**src/rtl/cb_config_controller.sv**
```systemverilog
// cb_config_controller: sequences init sweep and host read/write commands onto a shared connection-box config bus
module cb_config_controller #(
  parameter int NUM_CB = 4,
  parameter int WRITE_HOLD = 2,
  parameter logic [31:0] INIT_VALUE = 32'h0
) (
  input  logic                 clk,
  input  logic                 reset,
  input  logic                 cmd_valid,
  output logic                 cmd_ready,
  input  logic                 cmd_write,
  input  logic [31:0]          cmd_addr,
  input  logic [31:0]          cmd_data,
  output logic                 rsp_valid,
  input  logic                 rsp_ready,
  output logic [31:0]          rsp_data,
  output logic                 rsp_error,
  output logic [31:0]          config_addr,
  output logic [31:0]          config_data,
  output logic [NUM_CB-1:0]    config_en,
  input  logic [NUM_CB*32-1:0] cb_read_data,
  output logic                 busy
);
  localparam int IW = NUM_CB > 1 ? $clog2(NUM_CB) : 1;
  localparam int CW = $clog2(WRITE_HOLD + 1);
  typedef enum logic [2:0] {INIT, IDLE, WRITE, READ, RESP} state_t;
  state_t state, state_d;
  logic [IW-1:0] idx, idx_d;
  logic [CW-1:0] cnt, cnt_d;
  logic [7:0] tgt, tgt_d;
  logic accept, bad, last_hold, rsp_done;
  logic ready_d, rsp_valid_d, rsp_error_d;
  logic [NUM_CB-1:0] sweep_en, write_en, en_d;
  logic [31:0] rd_sel, addr_d, data_d, rsp_data_d;
  assign accept = cmd_valid & cmd_ready;
  assign bad = cmd_addr[31:24] >= 8'(NUM_CB);
  assign last_hold = cnt == CW'(WRITE_HOLD - 1);
  assign rsp_done = rsp_valid & rsp_ready;
  always_comb begin
    sweep_en = '0;
    write_en = '0;
    rd_sel = '0;
    for (int i = 0; i < NUM_CB; i++) begin
      sweep_en[i] = idx == IW'(i);
      write_en[i] = tgt == 8'(i);
      if (tgt == 8'(i)) rd_sel = cb_read_data[32*i +: 32];
    end
  end
  always_ff @(posedge clk) begin
    if (reset) begin
      state <= INIT;
      idx <= '0;
      cnt <= '0;
      tgt <= '0;
      config_en <= '0;
      config_addr <= '0;
      config_data <= '0;
      rsp_valid <= 1'b0;
      rsp_data <= '0;
      rsp_error <= 1'b0;
      cmd_ready <= 1'b0;
      busy <= 1'b1;
    end else begin
      state <= state_d;
      idx <= idx_d;
      cnt <= cnt_d;
      tgt <= tgt_d;
      config_en <= en_d;
      config_addr <= addr_d;
      config_data <= data_d;
      rsp_valid <= rsp_valid_d;
      rsp_data <= rsp_data_d;
      rsp_error <= rsp_error_d;
      cmd_ready <= ready_d;
      busy <= ~ready_d;
    end
  end
  always_comb begin
    state_d = state;
    idx_d = idx;
    cnt_d = cnt;
    tgt_d = accept ? cmd_addr[31:24] : tgt;
    case (state)
      INIT: begin
        cnt_d = last_hold ? '0 : cnt + CW'(1);
        if (last_hold && idx == IW'(NUM_CB - 1)) state_d = IDLE;
        else if (last_hold) idx_d = idx + IW'(1);
      end
      IDLE: begin
        cnt_d = '0;
        if (accept) state_d = bad ? RESP : cmd_write ? WRITE : READ;
      end
      WRITE: begin
        cnt_d = last_hold ? '0 : cnt + CW'(1);
        if (last_hold) state_d = RESP;
      end
      READ: state_d = RESP;
      RESP: if (rsp_done) state_d = IDLE;
      default: state_d = INIT;
    endcase
  end
  // outputs are registered one edge behind the state that produces them, except cmd_ready which drops on the accept edge
  always_comb begin
    en_d = state == INIT ? sweep_en : state == WRITE ? write_en : '0;
    ready_d = state == IDLE && !accept;
    rsp_valid_d = state == RESP && !rsp_done;
    addr_d = state == INIT ? '0 : accept ? {8'h0, cmd_addr[23:0]} : config_addr;
    data_d = state == INIT ? INIT_VALUE : accept ? cmd_data : config_data;
    rsp_error_d = accept ? bad : rsp_error;
    rsp_data_d = accept ? '0 : state == READ ? rd_sel : rsp_data;
  end
endmodule

```
**config.mk**
```make
export PLATFORM = sky130hd
export DESIGN_NAME = cb_config_controller
export DESIGN_NICKNAME = d
export VERILOG_FILES = /design/src/rtl/cb_config_controller.sv
export SDC_FILE = /design/constraint.sdc
export NUM_CORES = 1
export LEC_CHECK = 0
export BUFFER_PORTS_ARGS = -buffer_cell sky130_fd_sc_hd__buf_2
export CORE_MARGIN = 5
export CORE_UTILIZATION = 25
export CTS_CLUSTER_DIAMETER = 80
export DETAILED_ROUTE_END_ITERATION = 8
export PLACE_DENSITY_LB_ADDON = 0.2
export SLEW_MARGIN = 40
export SYNTH_ARGS = -nofsm -noshare
export SYNTH_HDL_FRONTEND = slang
export SYNTH_SLANG_ARGS = --single-unit
```
**constraint.sdc**
```tcl
create_clock -name clk -period 1.65 [get_ports clk]
set_input_delay 0.0825 -clock clk [delete_from_list [all_inputs] [get_ports clk]]
set_output_delay 0.0825 -clock clk [all_outputs]
set_load 0.01 [all_outputs]
```
==> results of run 1 <==
-- path summary, 6_finish.rpt --
path	start	cells after the start	slack (ns)	to
max reg2reg	tgt[3]$_SDFFE_PP0P_	7	-0.21	rsp_data[29]$_SDFFE_PP0N_
min reg2reg	rsp_data[19]$_SDFFE_PP0N_	2	0.44	rsp_data[19]$_SDFFE_PP0N_
min	cmd_data[31]	3	0.02	config_data[31]$_SDFFE_PP0P_
max	tgt[3]$_SDFFE_PP0P_	7	-0.21	rsp_data[29]$_SDFFE_PP0N_
-- state kept, by name, indices dropped and copies added, names as in the netlist --
signal and cells:
config_data 32, cnt 2, rsp_data 32, idx 2, tgt 8, config_en 4, rsp_valid 1, config_addr 24
rsp_error 1, cmd_ready 1, state 3, busy 1
-- kinds of logic after synthesis --
logic type | count (synthesis) | share of synthesized area, %
AO/OA/AOI/OAI | 144 | 17.6
XOR/XNOR | 1 | 0.179
adder cells (fa/ha/maj) | 4 | 1.02
buffers and inverters | 57 | 6.27
flip-flops | 111 | 45.5
multiplexers | 34 | 7.78
other | 1 | 0.0767
AND/OR/NAND/NOR | 234 | 21.6
-- power groups by stage --
| stage | clock network (mW) | logic (mW) | registers [mW] |
|---|---|---|---|
| detailed placement | 0 | 0.406 | 2.76 |
| global route | 2.50 | 0.650 | 2.70 |
| global placement | 0 | 0.407 | 2.76 |
| finish | 2.28 | 0.594 | 2.70 |
| CTS | 2.40 | 0.584 | 2.70 |
| floorplan | 0 | 0.128 | 2.76 |
-- metrics by stage --
step	power, mW	cell area (um^2)	hold slack [ns]	std cells
2_1_floorplan	2.89	4910	0.218	593
3_3_place_gp	3.17	6750	0.323	1126
3_5_place_dp	3.17	6750	0.329	1126
4_1_cts	5.68	7980	0.000199	1234
5_1_grt	5.85	8170	0.0141	1239
6_report	5.58	8170	0.0220	1239
-- cell type report --
class	instances	area (um^2)
Tap cell	265	332
Fill cell	1963	11200
Clock buffer	10	229
Antenna cell	1	2.50
Sequential cell	111	2220
Inverter	5	18.8
Clock inverter	6	75.1
Timing Repair Buffer	416	2770
Multi-Input combinational cell	425	2520
-- worst reg2reg max path, stage by stage (launching register included) --
cell and delay, ns:
dfxtp_1 0.31, or4_4 0.53, buf_6 0.14, nor4_4 0.21, buf_6 0.18, clkbuf_16 0.17, o221ai_1 0.12, o21ai_1 0.13
-- cells in the final DEF, fill, tap and decap left out, types with 3 or more instances in the layout --
cell type and n:
buf_2 292, nand2_1 165, dfxtp_1 109, dlygate4sd3_1 92, a21oi_1 70, mux2_2 32, o21ai_1 32, nor2_2 29
buf_4 19, o221ai_1 16, o221ai_2 16, nor2_1 11, clkbuf_16 11, conb_1 8, buf_12 8, inv_1 5
nor2b_1 4, ha_1 4, or2_2 3, nand2b_1 3
-- what timing repair did --
item,4_1_cts,5_1_grt
hold endpoints to repair,92,0
gates resized for setup,4,21
cloned,0,3
hold buffers,92,0
setup endpoints to repair,33,35
buffers inserted,0,1
pin swaps,0,34
-- routing by layer --
metal  wire, um  GRT usage [%]  vias to the layer above  share of wire (%)
met4        208           4.25                        0                1.1
met1       7320           17.3                     2447                 39
met5          0              0                        -                  0
li1           -              -                     2747                  -
met3       1920           5.06                       16                 10
met2       9390           28.1                      211                 50
==> flow_summary_export.csv, run 1 <==
group,metric,value,unit
run_status,status,"finished, violations left",
run_status,violations,"negative setup slack",
setup_path,cp_num_buf_inv,3,
clock_network,cts_tree,"yes",
placed_design,pre_cts_slack,-0.166,ns
cells_and_area,layout.nets,1169,
setup_path,cp_top_family,"simple AND/OR/NAND/NOR gates",
synthesis,yosysUniqueCellTypes,43,
die,io_pins,301,
synthesis,syn_avg_cell_area,8.34,um^2
synthesis,seq_area_frac_synth,45.5,%
synthesis,ys_top_cells_by_area,"dfxtp_1 (45%), nand2_1 (13%), mux2_2 (7.4%), a21oi_1 (7.3%), o221ai_1 (5.7%)",
setup_path,startpoint_type,"flip-flop",
timing,max_freq,538,MHz
setup_path,critical_path_class,"reg -> reg",
die,die_y,150,um
synthesis,synthFlopType,"dfxtp_1",
timing,slew_violations,0,
die,die_area,22400,um^2
synthesis,ys_warn_count,0,
setup_path,crit_chain,"or4_4 > buf_6 > nor4_4 > buf_6 > clkbuf_16 > o221ai_1 > o21ai_1",
setup_path,worst-path-max-fanout,8,
global_routing,grt_pass1_vias,5351,
synthesis,synth_area_leader_cell,"dfxtp_1",
synthesis,synthTopCellsByCount,"nand2_1 (166), dfxtp_1 (111), a21oi_1 (71)",
placed_design,place_hpwl,13.0,mm
clock_network,clk_latency,0.35,ns
timing,min_period_over_period,113,%
routing,wire_per_inst,15.2,um
synthesis,netlist.area_leader.share,45.5,%
die,fp.coreArea,19300,um^2
synthesis,synth-edff-count,0,
global_routing,grt_overflow_total,0,
timing,min_period,1.86,ns
routing,ant_nets,0,
pwr,ir_drop,441,uV
global_routing,grt_pass1_wl,27.7,mm
pwr,seq_power_share,48.4,%
timing,timing.final.setup_violations,32,
die,initial_utilization,25.3,%
clock_network,htree_num_levels,3,
placed_design,gp_congestion,0.743,
synthesis,ys_seq_elements,111,
global_routing,track_usage,15.5,%
timing,setup_ws,-0.208,ns
die,die_w,150,um
timing,finalHoldViolations,0,
timing,rsz0062_at_grt,"yes",
cells_and_area,fin_util,42.3,%
routing,dr.pass1.iters,7,
pwr,p_sw,1.29,mW
setup_path,cp_common_cell,"buf_6",
routing,vias_per_cell,4.38,
clock_network,clkTransAtPathRegs,0.07,ns
clock_network,cts-root-buf,"clkbuf_16",
die,rows,51,
routing,wl,18.8,mm
worst_hold_path,hp-class,"in -> reg",
clock_network,cts_sinks,111,
synthesis,netlist_area,4890,um^2
clock_network,clockBufferDepth,2,
setup_path,required,1.93,ns
clock_network,cts_buffers,9,
timing,skew,0.0114,ns
routing,drtIter0Drc,140,
pwr,p_per_area,682,nW/um^2
global_routing,grt_max_degree,57,
timing,finalSetupTns,-5.72,ns
pwr,internal-power,4.28,mW
synthesis,async_reset_ff_share,0,%
setup_path,cp.arrival,2.14,ns
synthesis,synth.most_common_cell,"nand2_1",
global_routing,antenna_found_initial,1,
setup_path,max_stage_delay,0.53,ns
pwr,leakage,3.50,nW
routing,drc,0,
cells_and_area,area_delta_synth_final,67.2,%
job,cap_violations,0,
pwr,comb_power_share,10.6,%
setup_path,end_kind,"flip-flop",
routing,num_vias,5421,
setup_path,critPathSlowestCell,"or4_4",
synthesis,syn_inst,586,
cells_and_area,layout-drive-gt1-share,44.3,%
pwr,switching_share,23.2,%
placed_design,port_buffers,292,
pwr,power_frac_clock,41.0,%
(Power assumes the default switching activity.)
==> inputs of run 2 (changes only) <==
MAX_ROUTING_LAYER = met4   (was unset)
==> run 2 against run 1 <==
Against the previous run:
- the flow still finishes with violations (negative setup slack)
- first-iteration DRC count shrank 5.7%
- routed wire length about the same
- cell area unchanged
- cell count unchanged
- utilization did not move
- non-clock buffer count is the same
- clock power barely moved
- register-to-register slack barely moved
- hold slack lost 0.00053 ns
- total power hardly changed
- combinational power about the same
- critical path type unchanged
- largest cell class unchanged
- highest routed layer unchanged
==> flow_summary_export.csv, run 2 (synthesis results as in run 1) <==
group,metric,value,unit
run_status,status,"finished, violations left",
run_status,violations,"negative setup slack",
timing,slew_violations,0,
cells_and_area,layout.nets,1169,
placed_design,pre_cts_slack,-0.166,ns
job,cap_violations,0,
pwr,comb_power_share,10.7,%
global_routing,track_usage,15.9,%
setup_path,required,1.93,ns
placed_design,place_area,6750,um^2
setup_path,critPathSlowestCell,"or4_4",
die,die_y,150,um
routing,drc,0,
setup_path,critical_path_class,"reg -> reg",
timing,max_freq,537,MHz
pwr,seq_power_share,48.4,%
routing,drtIter0Drc,132,
global_routing,grt_overflow_total,0,
pwr,ir_drop,441,uV
global_routing,antenna_found_initial,1,
global_routing,grt_max_degree,57,
clock_network,clk_latency,0.35,ns
setup_path,end_kind,"flip-flop",
timing,skew,0.0103,ns
routing,wire_per_inst,15.2,um
cells_and_area,area_delta_synth_final,67.2,%
pwr,internal-power,4.28,mW
setup_path,cp_common_cell,"buf_6",
die,io_pins,301,
setup_path,cp.arrival,2.14,ns
placed_design,gp_congestion,0.754,
timing,setup_ws,-0.212,ns
timing,rsz0062_at_grt,"yes",
routing,ant_nets,0,
setup_path,cp_top_family,"simple AND/OR/NAND/NOR gates",
clock_network,htree_num_levels,3,
die,fp.coreArea,19300,um^2
timing,finalSetupTns,-5.82,ns
cells_and_area,final_common_cell,"buf_2",
pwr,power_frac_clock,41.0,%
pwr,switching_share,23.2,%
cells_and_area,reg_top3,"config_data x32, rsp_data x32, config_addr x24",
die,die_area,22400,um^2
cells_and_area,fin_area,8170,um^2
timing,finalHoldViolations,0,
timing,min_period_over_period,113,%
die,initial_utilization,25.3,%
cells_and_area,final_cell_mix,"buf_2 (292), nand2_1 (165), dfxtp_1 (109), dlygate4sd3_1 (92), a21oi_1 (70)",
routing,dr.pass1.iters,6,
clock_network,cts_sinks,111,
setup_path,max_stage_delay,0.53,ns
routing,wl,18.8,mm
setup_path,crit_chain,"or4_4 > buf_6 > nor4_4 > buf_6 > clkbuf_16 > o221ai_1 > o21ai_1",
global_routing,grt_pass1_wl,27.6,mm
clock_network,clkTransAtPathRegs,0.07,ns
clock_network,cts_tree,"yes",
worst_hold_path,hp-class,"in -> reg",
setup_path,startpoint_type,"flip-flop",
die,rows,51,
pwr,p_per_area,682,nW/um^2
setup_path,worst-path-max-fanout,8,
clock_network,cts-root-buf,"clkbuf_16",
placed_design,port_buffers,292,
routing,vias_per_cell,4.38,
placed_design,place_hpwl,13.0,mm
routing,num_vias,5424,
clock_network,cts_buffers,9,
clock_network,clockBufferDepth,2,
cells_and_area,layout-drive-gt1-share,44.3,%
global_routing,grt_pass1_vias,5360,
timing,min_period,1.86,ns
pwr,leakage,3.50,nW
pwr,p_sw,1.29,mW
die,die_w,150,um
timing,timing.final.setup_violations,32,
setup_path,cp_num_buf_inv,3,
run 2: cell counts in the layout (fill, tap and decap cells not counted):
Identical to the previous run, type by type.
run 2: worst paths after layout:
check                                               start                           end  slack [ns]  cells after the start
worst max-delay path                  tgt[3]$_SDFFE_PP0P_     rsp_data[29]$_SDFFE_PP0N_       -0.21                      7
worst min-delay path                         cmd_data[31]  config_data[31]$_SDFFE_PP0P_        0.02                      3
worst max register to register        tgt[3]$_SDFFE_PP0P_     rsp_data[29]$_SDFFE_PP0N_       -0.21                      7
worst min register to register  rsp_data[19]$_SDFFE_PP0N_     rsp_data[19]$_SDFFE_PP0N_        0.44                      2
run 2: area by class of cell:
| type | count | area [um^2] |
|---|---|---|
| clock buffers | 10 | 229 |
| well taps | 265 | 332 |
| repair buffers | 416 | 2770 |
| flip-flops and latches | 111 | 2220 |
| diodes | 1 | 2.50 |
| inverters | 5 | 18.8 |
| multi-input cells | 425 | 2520 |
| clock inverters | 6 | 75.1 |
| fillers | 1963 | 11200 |
run 2: metal layers:
layer	global-route usage [%]	wire length, um
met1	17.9	7530
met2	28.1	9390
met3	4.03	1720
met4	4.25	210
met5	-	0
run 2: worst register-to-register path, cell delays in order, from the launching register on:
cell,delay [ns]
dfxtp_1,0.31
or4_4,0.53
buf_6,0.14
nor4_4,0.22
buf_6,0.18
clkbuf_16,0.17
o221ai_1,0.12
o21ai_1,0.13
run 2: what timing repair did:
item	in CTS	in global routing
pin swaps	0	34
cloned	0	3
hold endpoints to repair	92	0
endpoints found under the setup margin	33	35
setup buffers	0	1
hold buffers	92	0
resized for setup	4	21
run 2: power by group through the flow:
stage	registers [mW]	clock network [mW]	logic, mW
floorplan	2.76	0	0.128
global placement	2.76	0	0.407
detailed placement	2.76	0	0.406
finish	2.70	2.28	0.594
global route	2.70	2.50	0.650
CTS	2.70	2.40	0.584
run 2: stage by stage:
step	util (%)	total power, mW	instances	hold slack (ns)
3_3_place_gp	34.9	3.17	1126	0.323
3_5_place_dp	34.9	3.17	1126	0.329
4_1_cts	41.3	5.68	1234	0.000199
6_report	42.3	5.57	1239	0.0215
2_1_floorplan	-	2.89	593	0.218
5_1_grt	42.3	5.85	1239	0.0157
==> inputs of run 3 (changes only) <==
clock period = 1.53 ns   (was 1.65 ns; I/O delays follow)
==> run 3 against run 2 <==
Against the previous run:
- routed wire length grew 3.8%
- hold slack lost 0.0016 ns
- the flow still finishes with violations (negative setup slack)
- largest power group unchanged
- clock skew shrank 0.00060 ns
- critical path depth shrank 2
- utilization grew 0.34 points
- die area is the same
==> flow_summary_export.csv, run 3 (synthesis results as in run 1) <==
group,metric,value,unit
clock_network,cts_buffers,9,
global_routing,grt_pass1_wl,28.5,mm
timing,finalHoldViolations,0,
timing,max_freq,573,MHz
die,die_y,150,um
clock_network,clkTransAtPathRegs,0.08,ns
placed_design,port_buffers,292,
routing,vias_per_cell,4.45,
pwr,power.total,5.87,mW
timing,slew_violations,0,
placed_design,gp_congestion,0.779,
die,die_w,150,um
setup_path,cp.arrival,1.98,ns
cells_and_area,fin_area,8240,um^2
routing,dr.pass1.iters,4,
pwr,p_per_area,712,nW/um^2
cells_and_area,layout-drive-gt1-share,44.6,%
global_routing,grt_max_degree,57,
job,cap_violations,0,
clock_network,cts_tree,"yes",
cells_and_area,reg_top3,"config_data x32, rsp_data x32, config_addr x24",
setup_path,required,1.76,ns
timing,finalHoldWorstSlack,0.0199,ns
setup_path,critical_path_class,"reg -> reg",
timing,rsz0062_at_grt,"yes",
cells_and_area,final_common_cell,"buf_2",
routing,num_vias,5551,
routing,ant_nets,0,
cells_and_area,area_delta_synth_final,68.5,%
die,fp.coreArea,19300,um^2
global_routing,track_usage,16.4,%
die,rows,51,
timing,timing.final.setup_violations,32,
routing,drc,0,
pwr,ir_drop,450,uV
timing,min_period_over_period,114,%
die,io_pins,301,
worst_hold_path,hp-class,"in -> reg",
placed_design,place_area,6800,um^2
die,die_area,22400,um^2
clock_network,cts_sinks,111,
timing,setup_ws,-0.215,ns
routing,wl,19.6,mm
global_routing,grt_overflow_total,0,
setup_path,end_kind,"flip-flop",
global_routing,antenna_found_initial,1,
setup_path,startpoint_type,"flip-flop",
setup_path,worst-path-max-fanout,12,
clock_network,htree_num_levels,3,
pwr,leakage,3.54,nW
setup_path,r2r_setup_slack,-0.22,ns
cells_and_area,layout.nets,1177,
die,initial_utilization,25.3,%
cells_and_area,final_cell_mix,"buf_2 (292), nand2_1 (165), dfxtp_1 (109), dlygate4sd3_1 (93), a21oi_1 (68)",
timing,skew,0.00974,ns
global_routing,grt_pass1_vias,5579,
timing,finalSetupTns,-5.90,ns
routing,wire_per_inst,15.7,um
run_status,status,"finished, violations left",
routing,drtIter0Drc,152,
clock_network,cts-root-buf,"clkbuf_16",
run_status,violations,"negative setup slack",
timing,min_period,1.75,ns
clock_network,clockBufferDepth,2,
clock_network,clk_latency,0.35,ns
placed_design,place_hpwl,13.8,mm
-- run 3: repair_timing --
action	CTS	global route
setup buffers	0	2
hold buffers	93	0
setup endpoints to repair	37	40
pin swaps	1	10
cloned	0	4
gates resized for setup	12	18
hold endpoints to repair	93	0
-- run 3: path summary, 6_finish.rpt --
kind | cells after the start | end | startpoint
min reg2reg | 2 | rsp_data[20]$_SDFFE_PP0N_ | rsp_data[20]$_SDFFE_PP0N_
max | 5 | rsp_data[23]$_SDFFE_PP0N_ | tgt[2]$_SDFFE_PP0P_
max reg2reg | 5 | rsp_data[23]$_SDFFE_PP0N_ | tgt[2]$_SDFFE_PP0P_
min | 3 | rsp_data[3]$_SDFFE_PP0N_ | cb_read_data[99]
-- run 3: layout make-up --
| cell class | count | area (um^2) |
|---|---|---|
| well taps | 265 | 332 |
| flip-flops and latches | 111 | 2220 |
| fillers | 1949 | 11100 |
| clock buffers | 11 | 233 |
| clock inverters | 5 | 42.5 |
| inverters | 5 | 18.8 |
| multi-input cells | 425 | 2520 |
| diodes | 1 | 2.50 |
| repair buffers | 424 | 2860 |
-- run 3: through the flow --
stage	utilization (%)	std cells	worst slack (ns)
final	42.6	1247	-0.215
after detailed placement	35.2	1131	-0.302
after global routing	42.6	1247	-0.281
after CTS	41.7	1240	-0.204
after floorplan	-	593	-0.168
after global placement	35.2	1131	-0.286
-- run 3: power by group --
part	internal, mW	switching [mW]	total, mW
sequential	2.90	0.00720	2.91
clock	1.13	1.17	2.30
combinational	0.422	0.237	0.659
total	4.46	1.41	5.87
-- run 3: routing by layer --
metal	GRT usage (%)	routed length, um	up-vias
met3	4.60	1920	15
li1	-	-	2763
met2	28.1	9520	249
met4	4.57	186	0
met5	-	0	-
met1	18.8	7930	2524
-- run 3: critical path, cell delays in order, from the launching register on --
cell and delay, ns:
dfxtp_1 0.31, or4_4 0.56, or3_4 0.42, buf_12 0.18, nor2_2 0.09, o21ai_1 0.06
